$ cat src/rtl/button_encoder_if.sv
// Button front-end bundle: raw buttons in, encoded colour code with strobe and
// held echo out. The slave side is the encoder; the master side is the board/consumer.
interface button_encoder_if;
   logic [3:0] BTN;
   logic [1:0] IN;
   logic       IN_VALID;
   logic       BTN_HELD;

   modport master (
      output BTN,
      input  IN,
      input  IN_VALID,
      input  BTN_HELD
   );

   modport slave (
      input  BTN,
      output IN,
      output IN_VALID,
      output BTN_HELD
   );
endinterface

$ cat src/rtl/button_encoder.sv
// Synchronises, debounces and encodes four colour push-buttons into a 2-bit code
// with a single-cycle strobe per accepted press; chords and bounce never strobe.
module button_encoder #(
   parameter int DEBOUNCE_CYCLES = 1000,
   parameter int CNT_W           = 10
) (
   input logic             CLK,
   input logic             RST_N,
   button_encoder_if.slave bus
);

   typedef enum logic [1:0] {
      IDLE_S     = 2'd0,
      PRESS_DB_S = 2'd1,
      HELD_S     = 2'd2,
      REL_DB_S   = 2'd3
   } state_t;

   localparam logic [CNT_W-1:0] CNT_MAX  = CNT_W'(DEBOUNCE_CYCLES - 1);
   localparam logic [CNT_W-1:0] CNT_ZERO = CNT_W'(0);
   localparam logic [CNT_W-1:0] CNT_ONE  = CNT_W'(1);

   function automatic logic is_one_hot(input logic [3:0] v);
      return (v != 4'b0000) && ((v & (v - 4'b0001)) == 4'b0000);
   endfunction

   function automatic logic [1:0] code_of(input logic [3:0] v);
      logic [1:0] c;
      case (v)
         4'b0001: c = 2'd0;
         4'b0010: c = 2'd1;
         4'b0100: c = 2'd2;
         4'b1000: c = 2'd3;
         default: c = 2'd0;
      endcase
      return c;
   endfunction

   logic [3:0]       sync1_r;
   logic [3:0]       btn_sync_r;
   state_t           state_r;
   state_t           state_s;
   logic [CNT_W-1:0] cnt_r;
   logic [CNT_W-1:0] cnt_s;
   logic [3:0]       cand_r;
   logic [3:0]       cand_s;
   logic [1:0]       in_r;
   logic [1:0]       in_s;
   logic             in_valid_r;
   logic             in_valid_s;
   logic             btn_held_r;
   logic             btn_held_s;

   // Two-flop synchroniser; every decision below looks only at btn_sync_r.
   always_ff @(posedge CLK or negedge RST_N) begin
      if (!RST_N) begin
         sync1_r    <= 4'b0000;
         btn_sync_r <= 4'b0000;
      end else begin
         sync1_r    <= bus.BTN;
         btn_sync_r <= sync1_r;
      end
   end

   // State and output registers.
   always_ff @(posedge CLK or negedge RST_N) begin
      if (!RST_N) begin
         state_r    <= IDLE_S;
         cnt_r      <= CNT_ZERO;
         cand_r     <= 4'b0000;
         in_r       <= 2'd0;
         in_valid_r <= 1'b0;
         btn_held_r <= 1'b0;
      end else begin
         state_r    <= state_s;
         cnt_r      <= cnt_s;
         cand_r     <= cand_s;
         in_r       <= in_s;
         in_valid_r <= in_valid_s;
         btn_held_r <= btn_held_s;
      end
   end

   // Next-state logic; a chord or any disturbance of a held button forces a full
   // debounced release before another press can be considered.
   always_comb begin
      state_s    = state_r;
      cnt_s      = cnt_r;
      cand_s     = cand_r;
      in_s       = in_r;
      in_valid_s = 1'b0;
      btn_held_s = btn_held_r;
      case (state_r)
         IDLE_S: begin
            cnt_s = CNT_ZERO;
            if (btn_sync_r == 4'b0000) begin
               state_s = IDLE_S;
            end else if (is_one_hot(btn_sync_r)) begin
               cand_s  = btn_sync_r;
               state_s = PRESS_DB_S;
            end else begin
               state_s = REL_DB_S;
            end
         end
         PRESS_DB_S: begin
            if (btn_sync_r != cand_r) begin
               cnt_s   = CNT_ZERO;
               state_s = IDLE_S;
            end else if (cnt_r == CNT_MAX) begin
               in_s       = code_of(cand_r);
               in_valid_s = 1'b1;
               btn_held_s = 1'b1;
               state_s    = HELD_S;
            end else begin
               cnt_s = cnt_r + CNT_ONE;
            end
         end
         HELD_S: begin
            if (btn_sync_r == cand_r) begin
               btn_held_s = 1'b1;
            end else begin
               btn_held_s = 1'b0;
               cnt_s      = CNT_ZERO;
               state_s    = REL_DB_S;
            end
         end
         REL_DB_S: begin
            if (btn_sync_r != 4'b0000) begin
               cnt_s = CNT_ZERO;
            end else if (cnt_r == CNT_MAX) begin
               cnt_s   = CNT_ZERO;
               state_s = IDLE_S;
            end else begin
               cnt_s = cnt_r + CNT_ONE;
            end
         end
         default: begin
            state_s    = IDLE_S;
            cnt_s      = CNT_ZERO;
            btn_held_s = 1'b0;
         end
      endcase
   end

   assign bus.IN       = in_r;
   assign bus.IN_VALID = in_valid_r;
   assign bus.BTN_HELD = btn_held_r;

endmodule

$ cat src/flat_wrapper.sv
// flat-port wrapper written by rule: the top's interface ports become plain ports
module button_encoder_flat 
#(
   parameter int DEBOUNCE_CYCLES = 1000,
   parameter int CNT_W           = 10
)
  (CLK, RST_N, bus_BTN, bus_IN, bus_IN_VALID, bus_BTN_HELD);
  button_encoder_if bus_i ();
  input logic CLK;
  input logic RST_N;
  input wire logic [$bits(bus_i.BTN)-1:0] bus_BTN;
  output wire logic [$bits(bus_i.IN)-1:0] bus_IN;
  output wire logic [$bits(bus_i.IN_VALID)-1:0] bus_IN_VALID;
  output wire logic [$bits(bus_i.BTN_HELD)-1:0] bus_BTN_HELD;
  assign bus_i.BTN = bus_BTN;
  assign bus_IN = bus_i.IN;
  assign bus_IN_VALID = bus_i.IN_VALID;
  assign bus_BTN_HELD = bus_i.BTN_HELD;
  button_encoder #(.DEBOUNCE_CYCLES(DEBOUNCE_CYCLES), .CNT_W(CNT_W)) u_core (.CLK(CLK), .RST_N(RST_N), .bus(bus_i));
endmodule
$ cat config.mk
export PLATFORM = sky130hd
export DESIGN_NAME = button_encoder_flat
export DESIGN_NICKNAME = d
export VERILOG_FILES = /design/src/rtl/button_encoder_if.sv /design/src/rtl/button_encoder.sv /design/src/flat_wrapper.sv
export SDC_FILE = /design/constraint.sdc
export NUM_CORES = 1
export LEC_CHECK = 0
export CORE_ASPECT_RATIO = 0.6
export CORE_UTILIZATION = 26
export CTS_CLUSTER_SIZE = 8
export DETAILED_ROUTE_END_ITERATION = 6
export HOLD_SLACK_MARGIN = 0.1
export PLACE_DENSITY = 0.44
export SETUP_SLACK_MARGIN = 0.4
export SYNTH_ARGS = -nofsm -noshare
export SYNTH_HDL_FRONTEND = slang
export SYNTH_SLANG_ARGS = --single-unit
$ cat constraint.sdc
create_clock -name CLK -period 2.65 [get_ports CLK]
set_clock_uncertainty 0.05 [all_clocks]
set_input_delay 0.53 -clock CLK [delete_from_list [all_inputs] [get_ports CLK]]
set_output_delay 0.53 -clock CLK [all_outputs]
set_load 0.03 [all_outputs]
### After elaboration in Yosys (flattened, before gate mapping)

Cells that the tools add are included.

* $add $sub $neg: 2
* eq/ne operators: 16
* mux-type cells: 22
* bitwise gates (word level): 3
* reduce and logical (&&, ||, !) cells: 11

Operator list (count)
* $mux W10: 5
* $pmux W10 S4: 1
* $mux W2: 7
* $add A10 B1 Y10 const B: 1
* $eq A10 B10 Y1 const B: 1
* $reduce_and A3 Y1: 3
* $logic_not A4 Y1: 2
* $pmux W2 S4: 1
* $mux W1: 6
* $ne A2 B2 Y1 const B: 3
* $pmux W2 S3: 1
* $and A4 B4 Y4: 1
* $eq A2 B2 Y1 const B: 2
* $eq A4 B2 Y1 const B: 1
* $eq A4 B3 Y1 const B: 1
* $eq A4 B4 Y1: 1
* $eq A4 B4 Y1 const B: 1
* $ne A2 B1 Y1 const B: 2
* $ne A4 B4 Y1: 1
* $reduce_and A4 Y1: 1
* $reduce_bool A4 Y1: 1
* $sub A4 B1 Y4 const B: 1
* $ne A3 B1 Y1 const B: 1
* $ne A3 B2 Y1 const B: 1
* other kinds (7): 8

* bits in registers: 28
* bits of input ports: 6
* output and inout port bits: 4
* word-level logic and storage cells: 62

### Longest topological paths before layout

* word-level depth: 7
* mapped depth: 7
* gate-level depth less buffers: 7

### Least setup slack after synthesis

No wires, ideal clock.

* path kind: register to register
* from: register u_core.cnt_r[0]
* to: register u_core.state_r[0]
* library setup time: 0.125 ns
* data arrival time: 1.786 ns
* required time: 2.475 ns
* slack: 0.689 ns
* stages on the path, launching flop included: 8
* path buffers: 1
* clock period less this slack: 1.961 ns
* path through: dfrtp_1 -> ha_1 -> and4b_1 -> and4b_2 -> clkbuf_4 -> o21bai_1 -> a22o_2 -> mux2_4

* cells in the longest elaborated chain, start to end: 3
* elaborated cells between the ends (all ways): 4
* classes of those cells: eq/ne: 3; reduce/logical: 1

Ends and longest elaborated chain
* start: declaration: line button_encoder.sv:43 `logic [CNT_W-1:0] cnt_r;`
* start signal: assignment: line button_encoder.sv:76 `cnt_r <= cnt_s;`
* $eq A10 B10 Y1 *: line button_encoder.sv:109, button_encoder.sv:130
* $ne A3 B1 Y1 (no source line) / $ne A2 B1 Y1 (equally long branches)
* $reduce_and A4 Y1 (no source line) *
* end signal: assignment: line button_encoder.sv:75 `state_r <= state_s;`
* end: declaration: line button_encoder.sv:41 `state_t state_r;`

Every way passes the cells marked *; elsewhere a longest branch is shown, timed or not.
A chain may end at the register's enable or synchronous reset.

### Final worst setup path

Same ends and word-level chain as after synthesis.

==> results.py <==
metrics = {
    "status": {
        "status": "finished, final reports clean",
    },
    "power_and_ir_drop": {
        "p_per_area_mw_per_mm2": 817,
        "p_leak_nw": 0.666,
        "ir_drop_mv": 0.246,
    },
    "synth": {
        "synth_area_mm2": 0.00143,
        "syn_avg_cell_area_um2": 11.3,
        "ys_warn_count": 0,
        "synth_cell_type_count": 40,
        "async_flop_share_pct": 100,
        "synth_flop_cell": "dfrtp_1",
        "seq_area_frac_synth_pct": 49.2,
        "syn-num-nets": 139,
        "synthCells": 126,
        "ys_seq_elements": 28,
        "synth_edf_count": 0,
    },
    "cells_and_area": {
        "finalNonFillerCells": 204,
        "antennaDiodeCount": 0,
        "area_delta_synth_final_pct": 16.6,
        "final_core_util_pct": 32.2,
        "drive_gt1_share_pct": 10.9,
        "nNetsFinal": 152,
        "n_fill_cell": 522,
    },
    "sta": {
        "max_freq_mhz": 472,
        "hold_viol_final": 0,
        "tns_ns": 0,
        "slew_violations": 0,
        "fin_ws_ns": 0.530,
        "relSlewSlack_pct": 54.9,
        "min_period_ns": 2.12,
        "setup_viol": 0,
        "rsz0062_at_grt": "no",
        "tightestPinTransition_ns": 0.671,
        "fin_crit_sh_pct": 80.0,
    },
    "global_routing": {
        "grt_max_degree": 29,
        "antenna_found_initial": 0,
        "gr-total-overflow": 0,
        "grt_pass1_vias": 905,
        "grt_usage_pct": 9.96,
        "grt_pass1_wl_mm": 4.55,
    },
    "routing": {
        "detail_route.wl_per_cell_um": 13.3,
        "avgViaCountPerCell": 4.64,
        "first_pass_iters": 4,
        "route.detailed.drc": 0,
        "drt_iter0_drc": 61,
        "dr_total_vias": 947,
        "antenna_left": 0,
        "routed_wirelength_mm": 2.71,
    },
    "critical_path": {
        "cp.depth": 6,
        "worstPathCellList": "ha_1 > and4b_1 > and4b_2 > o21bai_1 > a22o_2 > mux2_4",
        "worst-setup-path-type": "register to register",
        "cp-start-kind": "register",
        "worst_ep_required_time_ns": 2.77,
        "path_buf_inv": 0,
        "path_delay_family": "simple AND/OR/NAND/NOR gates",
        "end_kind": "register",
        "crit_path_max_fanout": 8,
        "worstPathArrival_ns": 2.24,
        "crit_slowest_cell": "dfrtp_1",
        "cpPeakStageDelay_ns": 0.51,
        "reg2reg_depth": 6,
    },
    "die": {
        "fp.dieW_um": 97.6,
        "die_h_um": 59.3,
        "io_pins": 10,
        "start_util_pct": 27.6,
        "coreArea_mm2": 0.00515,
        "fp-row-count": 20,
        "die_area_mm2": 0.00579,
    },
    "cts": {
        "clock_latency_ns": 0.28,
        "clkSinkCount": 28,
        "htree_levels": 1,
        "cts_buffer_depth": 2,
        "cts_buffers": 3,
        "clk_pin_slew_ns": 0.10,
        "cts_tree": "yes",
        "root_buffer": "clkbuf_8",
        "cts_setup_buffers": 0,
        "cts_resized": 0,
        "postCtsHoldBufs": 0,
    },
    "place": {
        "place_inst": 200,
        "post-dp-hpwl_mm": 1.98,
        "io_buffer_count": 9,
        "routabilityCongestion": 0.725,
        "pre_cts_slack_ns": 0.550,
    },
    "run": {
        "max_cap_viol_count": 0,
    },
    "hold_path": {
        "hold_depth": 0,
        "hold_class": "register to register",
    },
}
layout by cell type (no fill, tap or decap), types with 2 or more instances in the layout:
cell / count
a211oi_1: 4
a21oi_1: 4
a22o_1: 3
a22o_2: 2
and4_1: 2
buf_4: 2
clkbuf_8: 3
clkdlybuf4s50_1: 9
dfrtp_1: 28
ha_1: 7
inv_1: 7
nand2_1: 8
nand3_1: 7
nor2_1: 9
o21ai_0: 4
o41ai_1: 2
xnor2_1: 10
xor2_1: 4
sequential cells by signal, indices dropped and copies added, names as in the netlist:
signal               count
u_core.cand_r            4
u_core.sync1_r           4
u_core.bus.IN_VALID      1
u_core.bus.IN            2
u_core.cnt_r            10
u_core.state_r           2
u_core.btn_sync_r        4
u_core.bus.BTN_HELD      1
power by group:
group          internal, mW  switching (mW)
Combinational         0.212           0.243
Clock                 0.202           0.141
Sequential            0.487          0.0722
final cells by class:
class                           count  area [um^2]  area share, %
Timing Repair Buffer               11          105           6.33
Multi-Input combinational cell     88          676           40.7
Tap cell                           66         82.6           4.97
Inverter                            7         26.3           1.58
Sequential cell                    28          701           42.2
Clock inverter                      1         30.0           1.81
Clock buffer                        3         41.3           2.48
metal layers:
metal	GRT usage [%]	share of wire, %	vias to the layer above
met5	0	0	-
met4	1.89	0.92	0
met3	2.71	3.5	2
met2	14.1	37	16
met1	15.1	58	457
li1	-	-	472
cell families (layout without fill, tap and decap cells):
family                   count (synthesis)  after routing  share of synthesized area (%)
multiplexers                             3              3                           2.55
buffers and inverters                   10             22                           3.42
flip-flops                              28             28                           49.2
AND/OR/NAND/NOR                         37             37                           15.5
XOR/XNOR                                14             14                           8.60
AO/OA/AOI/OAI                           26             26                           13.9
adder cells (fa/ha/maj)                  8              8                           6.85
per-stage QoR:
stage | cell area, um^2 | hold slack [ns] | power (mW)
2_1_floorplan | 1430 | 0.184 | 0.910
3_3_place_gp | 1590 | 0.284 | 1.02
3_5_place_dp | 1590 | 0.285 | 1.02
4_1_cts | 1660 | 0.310 | 1.37
5_1_grt | 1660 | 0.316 | 1.44
6_report | 1660 | 0.307 | 1.36
final timing paths:
kind                       slack [ns]               from                   end
max in group asynchronous        1.71              RST_N       u_core.cnt_r[4]
max reg2reg                      0.53    u_core.cnt_r[0]     u_core.state_r[0]
min reg2reg                      0.31  u_core.sync1_r[0]  u_core.btn_sync_r[0]
max                              0.53    u_core.cnt_r[0]     u_core.state_r[0]
min                              0.31  u_core.sync1_r[0]  u_core.btn_sync_r[0]
min in group asynchronous        0.58              RST_N     u_core.sync1_r[3]
worst register-to-register path, cell delays in order (launching register included):
cell,delay (ns)
dfrtp_1,0.51
ha_1,0.23
and4b_1,0.22
and4b_2,0.35
o21bai_1,0.09
a22o_2,0.29
mux2_4,0.30
synthesized netlist by cell type (3+ instances only):
master / number / area (um^2)
a211oi_1: 4 / 30.0
xor2_1: 4 / 35.0
o21ai_0: 4 / 20.0
nor2_1: 9 / 33.8
nand2_1: 8 / 30.0
a21oi_1: 4 / 20.0
nand3_1: 7 / 35.0
inv_1: 7 / 26.3
ha_1: 7 / 87.6
a22o_1: 3 / 26.3
dfrtp_1: 28 / 701
xnor2_1: 10 / 87.6
Note: power is estimated with default switching activity, not from simulation.
